[src/rtl/serial_sub_pkg.sv]
// serial_sub_pkg: shared state encoding and default width for the serial subtractor.
package serial_sub_pkg;

    localparam int SERIAL_SUB_DEFAULT_WIDTH = 8;

    typedef enum logic [1:0] {
        IDLE  = 2'd0,
        SHIFT = 2'd1,
        DONE  = 2'd2
    } state_e;

endpackage

[src/rtl/full_subtractor.sv]
// full_subtractor: one-bit a - b - bin built from two half subtractors and an OR of their borrows.
module full_subtractor (
    input  logic a,
    input  logic b,
    input  logic bin,
    output logic diff,
    output logic bout
);

    logic d1;
    logic b1;
    logic b2;

    half_subtractor u_hs0 (
        .a    (a),
        .b    (b),
        .diff (d1),
        .bout (b1)
    );

    half_subtractor u_hs1 (
        .a    (d1),
        .b    (bin),
        .diff (diff),
        .bout (b2)
    );

    assign bout = b1 | b2;

endmodule

[src/rtl/half_subtractor.sv]
// half_subtractor: one-bit a - b with difference and borrow-out.
module half_subtractor (
    input  logic a,
    input  logic b,
    output logic diff,
    output logic bout
);

    assign diff = a ^ b;
    assign bout = ~a & b;

endmodule

[src/rtl/serial_subtractor.sv]
// serial_subtractor: bit-serial a - b, one bit per cycle LSB first; define SERIAL_SUB_OVERFLOW_EN to add the signed overflow output ovf.
module serial_subtractor
    import serial_sub_pkg::*;
#(
    parameter int WIDTH = SERIAL_SUB_DEFAULT_WIDTH
) (
    input  logic             clk,
    input  logic             rst,
    input  logic             start,
    input  logic [WIDTH-1:0] a,
    input  logic [WIDTH-1:0] b,
    output logic             busy,
    output logic             done,
    output logic [WIDTH-1:0] diff,
`ifdef SERIAL_SUB_OVERFLOW_EN
    output logic             borrow,
    output logic             ovf
`else
    output logic             borrow
`endif
);

    localparam int CW = $clog2(WIDTH + 1);

    state_e           state_q, state_d;
    logic [WIDTH-1:0] a_q, a_d;
    logic [WIDTH-1:0] b_q, b_d;
    logic [WIDTH-1:0] res_q, res_d;
    logic             borrow_q, borrow_d;
    logic [CW-1:0]    cnt_q, cnt_d;
    logic             bit_diff;
    logic             bit_bout;
    logic             accept;

    full_subtractor u_fs (
        .a    (a_q[0]),
        .b    (b_q[0]),
        .bin  (borrow_q),
        .diff (bit_diff),
        .bout (bit_bout)
    );

    assign accept = start && (state_q == IDLE || state_q == DONE);

    // Next state and datapath: load on an accepted start, shift one bit per SHIFT cycle.
    always_comb begin
        state_d  = state_q;
        a_d      = a_q;
        b_d      = b_q;
        res_d    = res_q;
        borrow_d = borrow_q;
        cnt_d    = cnt_q;
        case (state_q)
            IDLE:    state_d = start ? SHIFT : IDLE;
            SHIFT: begin
                a_d      = a_q >> 1;
                b_d      = b_q >> 1;
                res_d    = {bit_diff, res_q[WIDTH-1:1]};
                borrow_d = bit_bout;
                cnt_d    = cnt_q + CW'(1);
                state_d  = (cnt_q == CW'(WIDTH - 1)) ? DONE : SHIFT;
            end
            DONE:    state_d = start ? SHIFT : IDLE;
            default: state_d = IDLE;
        endcase
        if (accept) begin
            a_d      = a;
            b_d      = b;
            borrow_d = 1'b0;
            cnt_d    = '0;
        end
    end

    // State and datapath registers; reset discards any operation in flight.
    always_ff @(posedge clk) begin
        if (rst) begin
            state_q  <= IDLE;
            a_q      <= '0;
            b_q      <= '0;
            res_q    <= '0;
            borrow_q <= 1'b0;
            cnt_q    <= '0;
        end else begin
            state_q  <= state_d;
            a_q      <= a_d;
            b_q      <= b_d;
            res_q    <= res_d;
            borrow_q <= borrow_d;
            cnt_q    <= cnt_d;
        end
    end

    assign busy   = state_q != IDLE;
    assign done   = state_q == DONE;
    assign diff   = res_q;
    assign borrow = borrow_q;

`ifdef SERIAL_SUB_OVERFLOW_EN
    logic a_msb_q;
    logic b_msb_q;

    // Keep the operand sign bits, since the operand registers are shifted away.
    always_ff @(posedge clk) begin
        if (rst) begin
            a_msb_q <= 1'b0;
            b_msb_q <= 1'b0;
        end else if (accept) begin
            a_msb_q <= a[WIDTH-1];
            b_msb_q <= b[WIDTH-1];
        end
    end

    assign ovf = (a_msb_q ^ b_msb_q) & (a_msb_q ^ res_q[WIDTH-1]);
`endif

endmodule
[config.mk]
export PLATFORM = sky130hd
export DESIGN_NAME = serial_subtractor
export DESIGN_NICKNAME = d
export VERILOG_FILES = /design/src/rtl/serial_sub_pkg.sv /design/src/rtl/full_subtractor.sv /design/src/rtl/half_subtractor.sv /design/src/rtl/serial_subtractor.sv
export SDC_FILE = /design/constraint.sdc
export NUM_CORES = 1
export LEC_CHECK = 0
export ABC_AREA = 0
export BUFFER_PORTS_ARGS = -buffer_cell sky130_fd_sc_hd__buf_2
export CORE_ASPECT_RATIO = 0.7
export CORE_MARGIN = 4
export CORE_UTILIZATION = 52
export DETAILED_ROUTE_END_ITERATION = 12
export PLACE_DENSITY = 0.85
export SYNTH_ARGS = -nofsm -noshare
export SYNTH_HDL_FRONTEND = slang
export SYNTH_SLANG_ARGS = --single-unit
[constraint.sdc]
create_clock -name clk -period 1.5 [get_ports clk]
set_input_delay 0.075 -clock clk [delete_from_list [all_inputs] [get_ports clk]]
set_output_delay 0.075 -clock clk [all_outputs]
set_load 0.02 [all_outputs]
Word-level counts from Yosys, hierarchy flattened. Cells that the tools add are included.

Eq/ne operators: 3. Add/sub/neg operators: 1. Bitwise logic cells: 7. Reductions and logical operators: 7. Mux-type cells: 7.

Operator list (count): 8-bit 2-to-1 mux (4); 4-bit by 1-bit adder with 4-bit output (second input constant) (1); 4-bit by 3-bit equality test with 1-bit output (second input constant) (1); 2-bit one-hot mux with 2 select lines (1); 2-bit nonzero test (2); 2-bit OR reduction (2); 1-bit AND (2); 2-bit by 1-bit equality test with 1-bit output (second input constant) (1); 2-bit equality test (second input constant) (1); 2-bit zero test (1); 2-bit 2-to-1 mux (1); 1-bit inverter (2); 1-bit XOR (2); 1-bit logical AND (1); 1-bit logical OR (1); 1-bit 2-to-1 mux (1); 1-bit bitwise OR (1).

Register bits after elaboration: 31.

Longest topological paths before layout.
Word-level depth: 4. Depth in mapped cells: 5. Gate-level depth less buffers: 4.

Hierarchy. Synthesis repeated with hierarchy kept, for this count alone.

Cell total of the unflattened synthesis: 161. Area total of the unflattened synthesis: 1403.8 sq um.

Modules (own cells, without submodules): serial_subtractor (times used 1, cells an instance 154, area an instance 1357.6 sq um, seq. area each 620.6 sq um); half_subtractor (times used 2, cells an instance 3, area an instance 20.0 sq um, seq. area each 0.0 sq um); full_subtractor (times used 1, cells an instance 1, area an instance 6.3 sq um, seq. area each 0.0 sq um).

Least setup slack after synthesis. No wires, ideal clock.

Path type: register to register. Start: register borrow_q, in the netlist borrow. End: register res_q[7], in the netlist diff[7]. Buffers on the path: 0. Stages on the path, launching flop included: 5. Arrival time: 1121 ps. Setup slack: 309 ps. Required time: 1430 ps. Library setup time: 70 ps. Cells stage by stage: dfxtp_1 > inv_1 > fa_1 > nand2_1 > a21oi_1.

Longest elaborated chain between the ends: 1.

Ends and longest elaborated chain: start, declared (line serial_subtractor.sv:29) `logic borrow_q, borrow_d;`; start signal, assigned (line serial_subtractor.sv:88) `borrow_q <= borrow_d;`; 1-bit XOR (line half_subtractor.sv:9) `assign diff = a ^ b;`; net bit_diff (line serial_subtractor.sv:31) `logic bit_diff;`; end signal, assigned (line serial_subtractor.sv:87) `res_q <= res_d;`; end, declared (line serial_subtractor.sv:28) `logic [WIDTH-1:0] res_q, res_d;`.

The timed path passes the listed nets, and every way through them passes these cells. A chain may end at the register's enable or synchronous reset.

Final worst setup path.
Start: register state_q[0]. End: register a_q[1].

Longest elaborated chain between the ends: 4.

Ends and longest elaborated chain: start, declared (line serial_subtractor.sv:25) `state_e state_q, state_d;`; start signal, assigned (line serial_subtractor.sv:84) `state_q <= state_d;`; 2-bit equality test or 2-bit zero test (tied branches) (line serial_subtractor.sv:43) `assign accept = start && (state_q == IDLE || state_q == DONE);`; 1-bit logical OR (line serial_subtractor.sv:43); 1-bit logical AND (line serial_subtractor.sv:43); 8-bit 2-to-1 mux or 2-bit nonzero test (tied branches); end signal, assigned (line serial_subtractor.sv:78) `a_q <= '0;`; end signal, assigned (line serial_subtractor.sv:85) `a_q <= a_d;`; end, declared (line serial_subtractor.sv:26) `logic [WIDTH-1:0] a_q, a_d;`.

Several ways; a longest one is shown, not always the timed one.

==> impl.org <==
** Run status
- The flow ran to the end, and the final reports show no timing, DRC or antenna violations.

** Worst hold path
- WHS Path Cells :: 2
- Kind of path behind the tightest hold check :: primary input to flip-flop
- The worst hold path begins at rst.
- Worst Hold Path EP :: b_q[2]

** Global route
- Number of global-route vias before repair :: 1092
- Global routing used 18.1% of the available tracks across all layers.
- After global routing the overflow that remains totals 0.
- The first global-routing pass estimated 4.67 mm of wire.
- Entering global routing, the biggest net connects 28 pins.
- Antenna violations before repair :: 0

** Setup path
- Source of the critical timing path :: state_q[0]
- The signal on the critical path passes through and2b_1 -> buf_4 -> nand2_1 -> a311oi_1.
- STA classifies the critical path endpoint as a flip-flop.
- The critical path runs through a total of 4 cells.
- Grouping stages by cell kind, the critical path spends the most delay in flip-flops.
- Slowest CP cell :: sky130_fd_sc_hd__dfxtp_1
- For the worst flop-to-flop path, the logic depth is 4.
- In this design, the stage delay of the slowest critical-path cell is 410 ps.
- Setup Crit Path Kind :: flip-flop to flip-flop
- Kind of start point of the critical path :: flip-flop
- Worst endpoint required time :: 1720 ps
- Internal reg-to-reg setup slack :: 250 ps
- In this run the worst path has a maximum fanout of 16.
- Launching point of the worst reg2reg path :: state_q[0]
- The number of buffers and inverters on the critical path is 1.
- Endpoint arrival time on the critical path :: approximately 1500 ps
- Crit Reg-Reg Endpoint :: a_q[1]

** Timing
- Minimum period implied by the final worst setup slack :: 1250 ps
- Measured against its own limit, the worst slew margin works out to around 83%.
- Final setup viols :: 0
- Setup repair after global routing left no endpoint under its margin.
- Peak Freq :: 797 MHz
- Worst Max-Slew Pin Slew :: 258 ps
- Setup slack on the critical path of the routed design comes to 246 ps.
- Number of hold violations in the final report :: 0
- Accumulated negative setup slack :: 0 ps
- The max-slew violation total from the final report came to 0.
- Hold is met by 12.4 ps.
- Post-route clock period utilization :: 83.6%
- The clock arrives with 6.82 ps of skew.

** Drt
- First drt pass iteration count :: 4
- The detail route stage leaves a number of antenna-violating nets equal to 0.
- Average wire per standard cell :: 12.1 um
- In the routed layout, each cell is associated on average with a via count of 5.20.
- Number of vias after detailed routing :: about 1100
- Count of unresolved DRC violations after routing :: 0
- Wires add up to ~2.6 mm.
- After the first detailed-routing iteration, the DRC count stood at 34.

** Finish
- Net total in the final layout :: 205
- Leaving out filler cells and counting taps, the final layout contains 217.
- Most common cell after layout, fill and taps aside :: sky130_fd_sc_hd__nand2_1
- Area growth from synthesis to final layout :: 17.7%
- Top library cells by usage in the layout, fill and taps aside :: 42 x sky130_fd_sc_hd__nand2_1, 31 x sky130_fd_sc_hd__dfxtp_1, 29 x sky130_fd_sc_hd__buf_2
- Share of post-route cells with drive strength above 1 :: 23.2%
- 0 antenna diodes ended up in the layout.

** Synthesis
- Number of nets produced by synthesis :: roughly 180
- The synthesized design contains 31 register bits.
- The average instance in the mapped netlist occupies 8.35 um^2.
- Distinct cell type count of the synthesized netlist :: 25
- Synth Instances :: 155
- The cell area that synthesis handed to floorplanning was 0.00129 mm^2.
- Synth Warn # :: 0
- Sequential cells were found to cover between 40% and 50% of the synthesized design area.

** Pwr
- Leakage power total :: 0.622 nW
- Power density of the placed cells :: 1090 mW/mm^2
- VDD sags by at most 0.000602 V.
- The completed layout was analyzed and its total power is 0.00166 W.

** Floorplan
- Starting density of the core :: 57.3%
- Horizontal die dimension :: roughly 68 um
- In this run the standard cell core region covers 0.00226 mm^2.
- DIE AREA :: 0.00337 mm^2
- Cell row count :: 14
- Number of top-level pins :: 30
- In this run the vertical extent of the chip is approximately 50 um.

** Placed design
- Final HPWL from detailed placement :: 1.93 mm
- Routability-driven placement finished with a final weighted congestion of 0.770.
- The number of placed instances, taps included, is roughly 210.
- Total of buffers placed on input and output ports :: 29
- At the placement stage, the worst setup path has a slack of 266 ps.

** Clock tree
- Number of clock sinks seen by CTS :: 31
- The clock passes through at most 2 buffers.
- Cts bufs inserted :: 5
- Hold repair after CTS inserted 0 buffers.
- Clock-pin slew was measured on the worst setup and hold paths at around 90 ps.
- In this run the post-CTS setup repair buffer count came out at 0.
- The later pin in the worst-skew pair is clocked with a latency of ~320 ps.
- Clock tree from TritonCTS :: yes
- In this run, post-CTS repair resized a total of 0 instances.
- Clock Tree Root :: sky130_fd_sc_hd__clkbuf_4
- The H-tree generated during clock tree synthesis spans 2 levels.

** Job
- Max Cap Viol :: 0
## worst max path at each step
| stage | endpoint |
|---|---|
| 2_1_floorplan | diff[7] |
| 3_3_place_gp | a_q[4] |
| 3_5_place_dp | b_q[0] |
| 4_1_cts | a_q[1] |
| 5_1_grt | b_q[5] |
| 6_report | a_q[1] |
## metrics by stage
stage	utilization, %	instance area [um^2]
after CTS	67.4	1520
after global placement	64.4	1460
after floorplan	-	1290
final	67.4	1520
after global routing	67.4	1520
after detailed placement	64.4	1460
## synthesized netlist by cell type, drive strengths merged
cell type | number | area share [%]
ha | 1 | 0.97
xnor2 | 1 | 0.68
nand2b | 3 | 1.4
buf | 9 | 5.2
a311oi | 12 | 8.1
nor2 | 16 | 4.6
o21ai | 1 | 0.39
nand3b | 2 | 1.2
a211oi | 1 | 0.58
inv | 2 | 0.58
xor2 | 1 | 0.68
dfxtp | 31 | 48
or2 | 1 | 0.48
and2b | 3 | 1.7
clkbuf | 4 | 1.2
a22oi | 2 | 1.2
fa | 1 | 1.5
nor3 | 3 | 1.2
or3 | 1 | 0.48
nand3 | 3 | 1.2
mux2i | 2 | 1.5
a21oi | 13 | 5.0
nand2 | 42 | 12
## registers in the layout (all words and copies together), names as in the netlist
name     flops
cnt_q        4
b_q          8
a_q          8
diff         8
borrow       1
state_q      2
## worst register-to-register path, cell delays in order, from the launching register on
cell	delay, ps
sky130_fd_sc_hd__dfxtp_1	410
sky130_fd_sc_hd__and2b_1	180
sky130_fd_sc_hd__buf_4	210
sky130_fd_sc_hd__nand2_1	70
sky130_fd_sc_hd__a311oi_1	280
## logic make-up (layout without fill, tap and decap cells)
logic type	Yosys count	count (layout)	share of synthesized area [%]
AO/OA/AOI/OAI	29	29	15.3
XOR/XNOR	2	2	1.35
adder cells (fa/ha/maj)	2	2	2.51
buffers and inverters	15	45	6.96
flip-flops	31	31	47.9
multiplexers	2	2	1.55
AND/OR/NAND/NOR	74	74	24.4
## report_power, final
| part | switching (W) | internal (W) |
|---|---|---|
| sequential | 0.0000274 | 0.000868 |
| clock | 0.000271 | 0.000276 |
| combinational | 0.000126 | 0.0000928 |
| total | 0.000424 | 0.00124 |
## layout make-up
type	count	area (um^2)
Timing Repair Buffer	35	203
Fill cell	187	736
Clock buffer	8	68.8
Inverter	2	7.51
Tap cell	32	40.0
Multi-Input combinational cell	109	584
Sequential cell	31	621
## per-layer routing
| metal | track usage (%) | wire (um) | part of all wire (%) | vias to the layer above |
|---|---|---|---|---|
| met5 | 0 | 0 | 0 | - |
| met4 | 9.43 | 54 | 2.1 | 0 |
| met3 | 4.55 | 160 | 6.1 | 7 |
| met2 | 28.3 | 1210 | 46 | 31 |
| met1 | 22.6 | 1200 | 46 | 511 |
| li1 | - | - | - | 579 |
No activity file was read; power rests on OpenSTA's default activity.
